### src/rtl/muldiv_pkg.sv
// Shared op encodings and FSM states for the iterative multiply/divide unit.
package muldiv_pkg;

    localparam logic [1:0] OP_MULT  = 2'b00;
    localparam logic [1:0] OP_MULTU = 2'b01;
    localparam logic [1:0] OP_DIV   = 2'b10;
    localparam logic [1:0] OP_DIVU  = 2'b11;

    typedef enum logic [1:0] {
        IDLE,
        RUN,
        FIX
    } state_t;

endpackage

### src/rtl/muldiv_step.sv
// One radix-2 iteration: shift-add for multiply, restoring subtract for divide.
module muldiv_step
    import muldiv_pkg::*;
#(
    parameter int WIDTH = 32
) (
    input  logic             div,
    input  logic [WIDTH-1:0] acc,
    input  logic [WIDTH-1:0] qr,
    input  logic [WIDTH-1:0] opnd,
    output logic [WIDTH-1:0] acc_next,
    output logic [WIDTH-1:0] qr_next
);

    logic [WIDTH:0]   sum;
    logic [WIDTH:0]   rem_sh;
    logic [WIDTH-1:0] sub;
    logic             ge;

    always_comb begin
        sum    = {1'b0, acc} + (qr[0] ? {1'b0, opnd} : '0);
        rem_sh = {acc, qr[WIDTH-1]};
        ge     = rem_sh >= {1'b0, opnd};
        // rem_sh < 2*opnd, so the difference always fits in WIDTH bits
        sub    = rem_sh[WIDTH-1:0] - opnd;
        if (div) begin
            acc_next = ge ? sub : rem_sh[WIDTH-1:0];
            qr_next  = {qr[WIDTH-2:0], ge};
        end else begin
            acc_next = sum[WIDTH:1];
            qr_next  = {sum[0], qr[WIDTH-1:1]};
        end
    end

endmodule

### src/rtl/muldiv_unit.sv
// Iterative MULT/MULTU/DIV/DIVU unit writing HI/LO with a start/busy/done handshake.
// Optional macro MULDIV_DIV0_FLAG_EN adds a registered div_zero output.
module muldiv_unit
    import muldiv_pkg::*;
#(
    parameter int WIDTH = 32,
    parameter int CNT_W = $clog2(WIDTH + 1)
) (
    input  logic             clk,
    input  logic             rst_n,
    input  logic             start,
    input  logic [1:0]       op,
    input  logic [WIDTH-1:0] srca,
    input  logic [WIDTH-1:0] srcb,
    output logic             busy,
    output logic             done,
    output logic [WIDTH-1:0] hi,
    output logic [WIDTH-1:0] lo
`ifdef MULDIV_DIV0_FLAG_EN
    ,
    output logic             div_zero
`endif
);

    state_t state;
    state_t state_next;

    logic [CNT_W-1:0] cnt;
    logic             last;
    logic             is_div;
    logic             neg_lo;
    logic             neg_hi;
    logic             b_zero;
    logic [WIDTH-1:0] opnd;
    logic [WIDTH-1:0] acc;
    logic [WIDTH-1:0] qr;
    logic [WIDTH-1:0] acc_nx;
    logic [WIDTH-1:0] qr_nx;

    logic             signed_op;
    logic             sa;
    logic             sb;
    logic [WIDTH-1:0] mag_a;
    logic [WIDTH-1:0] mag_b;

    logic [2*WIDTH-1:0] prod;
    logic [2*WIDTH-1:0] prod_fix;
    logic [WIDTH-1:0]   q_fix;
    logic [WIDTH-1:0]   r_fix;

    assign last = cnt == CNT_W'(WIDTH - 1);

    always_ff @(posedge clk) begin
        if (!rst_n) state <= IDLE;
        else        state <= state_next;
    end

    always_comb begin
        state_next = state;
        case (state)
            IDLE:    if (start) state_next = RUN;
            RUN:     if (last)  state_next = FIX;
            FIX:     state_next = IDLE;
            default: state_next = IDLE;
        endcase
    end

    always_comb begin
        busy = state != IDLE;
    end

    // Operand capture: signed ops iterate on magnitudes, signs are reapplied in FIX
    always_comb begin
        signed_op = (op == OP_MULT) || (op == OP_DIV);
        sa        = signed_op & srca[WIDTH-1];
        sb        = signed_op & srcb[WIDTH-1];
        mag_a     = sa ? -srca : srca;
        mag_b     = sb ? -srcb : srcb;
    end

    muldiv_step #(
        .WIDTH(WIDTH)
    ) u_step (
        .div     (is_div),
        .acc     (acc),
        .qr      (qr),
        .opnd    (opnd),
        .acc_next(acc_nx),
        .qr_next (qr_nx)
    );

    always_comb begin
        prod     = {acc, qr};
        prod_fix = neg_lo ? -prod : prod;
        q_fix    = b_zero ? '1 : (neg_lo ? -qr : qr);
        r_fix    = neg_hi ? -acc : acc;
    end

    always_ff @(posedge clk) begin
        if (!rst_n) begin
            cnt    <= '0;
            is_div <= 1'b0;
            neg_lo <= 1'b0;
            neg_hi <= 1'b0;
            b_zero <= 1'b0;
            opnd   <= '0;
            acc    <= '0;
            qr     <= '0;
            hi     <= '0;
            lo     <= '0;
            done   <= 1'b0;
        end else begin
            done <= 1'b0;
            case (state)
                IDLE: begin
                    if (start) begin
                        cnt    <= '0;
                        is_div <= op[1];
                        neg_lo <= sa ^ sb;
                        neg_hi <= sa;
                        b_zero <= srcb == '0;
                        opnd   <= op[1] ? mag_b : mag_a;
                        acc    <= '0;
                        qr     <= op[1] ? mag_a : mag_b;
                    end
                end
                RUN: begin
                    acc <= acc_nx;
                    qr  <= qr_nx;
                    cnt <= last ? '0 : cnt + 1'b1;
                end
                FIX: begin
                    done <= 1'b1;
                    if (is_div) begin
                        hi <= r_fix;
                        lo <= q_fix;
                    end else begin
                        hi <= prod_fix[2*WIDTH-1:WIDTH];
                        lo <= prod_fix[WIDTH-1:0];
                    end
                end
                default: ;
            endcase
        end
    end

`ifdef MULDIV_DIV0_FLAG_EN
    always_ff @(posedge clk) begin
        if (!rst_n)            div_zero <= 1'b0;
        else if (state == FIX) div_zero <= is_div & b_zero;
    end
`endif

endmodule

### config.mk
export PLATFORM = sky130hd
export DESIGN_NAME = muldiv_unit
export DESIGN_NICKNAME = d
export VERILOG_FILES = /design/src/rtl/muldiv_pkg.sv /design/src/rtl/muldiv_step.sv /design/src/rtl/muldiv_unit.sv
export SDC_FILE = /design/constraint.sdc
export NUM_CORES = 1
export LEC_CHECK = 0
export BUFFER_PORTS_ARGS = -buffer_cell sky130_fd_sc_hd__buf_2
export CAP_MARGIN = 20
export CORE_MARGIN = 4
export CORE_UTILIZATION = 50
export DETAILED_ROUTE_END_ITERATION = 10
export PLACE_DENSITY = 0.73
export RECOVER_POWER = 100
export SLEW_MARGIN = 20
export SYNTH_ARGS = -nofsm -noshare
export SYNTH_HDL_FRONTEND = slang
export SYNTH_SLANG_ARGS = --single-unit
### constraint.sdc
create_clock -name clk -period 3.72 [get_ports clk]
set_input_delay 0.372 -clock clk [delete_from_list [all_inputs] [get_ports clk]]
set_output_delay 0.372 -clock clk [all_outputs]
set_load 0.005 [all_outputs]
==> qor.csv <==
metric;value;unit
status;finished with violations;
failing checks;max-capacitance violations, max-slew violations;
# setup viols final;0;
worst skew pair latency;0.45;ns
root buf cell;clkbuf_16;
Boundary Pins;135;
via count;14800;
WL/cell;21.0;um
Filler cells;2659;
flip-flop and latch area;0.00346;sq mm
YS warnings;0;
Avg Inst Size Synth;7.35;sq um
Post-Route WL;49.9;mm
commonest non-fill, non-tap cell in the layout;a21oi_1;
DR iter-0 viols;1511;
clk_skew;0.0171;ns
post-synth top area share;25.0;%
startpoint types;flip-flop;
share of cells above drive strength 1;10.9;%
P&R area growth vs syn;12.9;%
fin area;0.0157;sq mm
worst hold slack;0.319;ns
Yosys reg bits;173;
fin crit period;3.45;ns
core area;0.0271;sq mm
worst min path class;in2reg;
pin count of the biggest net entering global routing;58;
initial antenna violation count;1;
Post-DRT Antenna Nets;0;
setup ws final;0.271;ns
Pleak;6.39;nW
ranking of synthesized cells by area;dfxtp_1, a21oi_1, ha_1, xor2_1, o21ai_0;
Synth Flop Type;dfxtp_1;
H-tree levels;4;
RSZ-0062 raised after global routing;false;
DP Wirelength;39.2;mm
Sink Count;173;
post-synth top area cell;dfxtp_1;
CTS Buf Count;17;
f_max;0.290;GHz
GR Overflow Total;0;
post-synthesis cell count;1889;
slew at the pin with the worst max-slew slack;1.81;ns
Mapped Nets;2029;
Core Rows;60;
power consumption;5.46;mW
Pins Over Slew Limit;88;
worst vdd ir;278;uV
drc violations;0;
Routability Congestion;1.01;
CTS resizes;0;
Die Ht;175;um
Max-Cap Viols;2;
clock slew at reported path FFs;0.08;ns
Tot GR Track Use;31.4;%
CTS Hold Bufs;0;
PD cells;348;mW/mm^2
register area share after synthesis;25.0;%
die footprint;0.0305;sq mm
WP data arrival;3.78;ns
Async S/R FF share, synth;0;%
number of nets in the layout;2129;
final hold violation count;0;
die width;175;um
setup_tns;0;ns
Finished Layout Cells;2374;
dpl ws;0.367;ns
IO buf count;134;
Mapped Area;0.0139;sq mm
first-pass iteration count of the detailed router;5;
Initial Util;51.2;%
Area after DPL;0.0151;sq mm
Relative slew margins;-20.7;%
number of flops mapped to enable cells by yosys;0;
most frequent cells in the layout;a21oi_1, nand2_1, nor2_1, dfxtp_1, o21ai_0;
vias per cell;6.25;
dpl cells;2342;
final core utilization;57.8;%
area of the multi-input gates;0.00967;sq mm
Ant. Diodes;0;
Setup Buffers After CTS;0;
crit-path max FO;26;
fin crit share;92.7;%
first-pass GRT wire length;77.3;mm
Synth cell types;75;
CTS tree;yes;
Max Root-Sink Buffers;2;
CP Class;reg2reg;
crit end category;flip-flop;
Req. time, crit path;4.05;ns
vias in the first global route;13700;
worst max-delay path, cell delays in order (launching register included):
cell,delay [ns]
dfxtp_1,0.34
inv_1,0.12
ha_1,0.43
o21ai_0,0.23
a21oi_1,0.09
nand2b_1,0.19
and4b_1,0.23
a2111o_1,0.39
nor2_1,0.54
buf_12,0.26
buf_4,0.15
a21oi_1,0.06
a221o_1,0.32
path summary, 6_finish.rpt:
check,cells after the start,slack [ns],from,to
worst max-delay path,12,0.27,opnd[21],acc[2]
worst min-delay path,3,0.32,srca[27],qr[27]
worst max register to register,12,0.27,opnd[21],acc[2]
worst min register to register,2,0.45,hi[20],hi[20]
flip-flops by register name, summed over array words and instances (netlist names):
signal / count
hi: 32
opnd: 32
done: 1
b_zero: 1
qr: 32
neg_hi: 1
is_div: 1
lo: 32
state: 2
acc: 32
cnt: 6
neg_lo: 1
synth_stat cells (all sizes together), types with 20 or more instances:
cell / count
nor3: 36
nand2b: 21
clkbuf: 118
nand2: 185
a21o: 23
xor2: 93
mux2i: 41
nor4: 29
or4: 20
o31ai: 22
nor2: 173
a21oi: 206
o21ai: 163
a211oi: 58
ha: 69
xnor2: 74
o211ai: 32
nand3: 37
inv: 65
dfxtp: 173
report_power, final:
part / total, mW / switching [mW] / internal [mW] / leakage (nW)
Clock: 1.92 / 0.938 / 0.985 / 0.307
Sequential: 2.02 / 0.0980 / 1.92 / 1.41
Combinational: 1.51 / 0.954 / 0.556 / 4.68
area by class of cell:
cell class,instances,share of cell area (%)
sequential,173,22.1
multi-input combinational,1520,61.7
clock buffer,17,2.72
tap,372,2.97
inverter,65,1.56
clock inverter,15,1.33
timing repair buffer,212,7.59
cells by family (layout without fill, tap and decap cells):
group	count (synthesis)	in the layout	synth area share (%)
mux	43	43	3.12
buf+inv	196	309	5.41
simple gates	597	597	20.6
compound gates	642	642	28.8
flops	173	173	25.0
xor+xnor	167	167	10.5
fa+ha+maj	71	71	6.51
layer usage:
metal	GRT usage, %	part of all wire (%)	vias up
met5	0	0.036	-
met4	11.2	3.8	2
met3	4.26	6.7	97
met2	51.9	46	651
met1	42.1	44	7006
li1	-	-	7077
(Power assumes the default switching activity.)
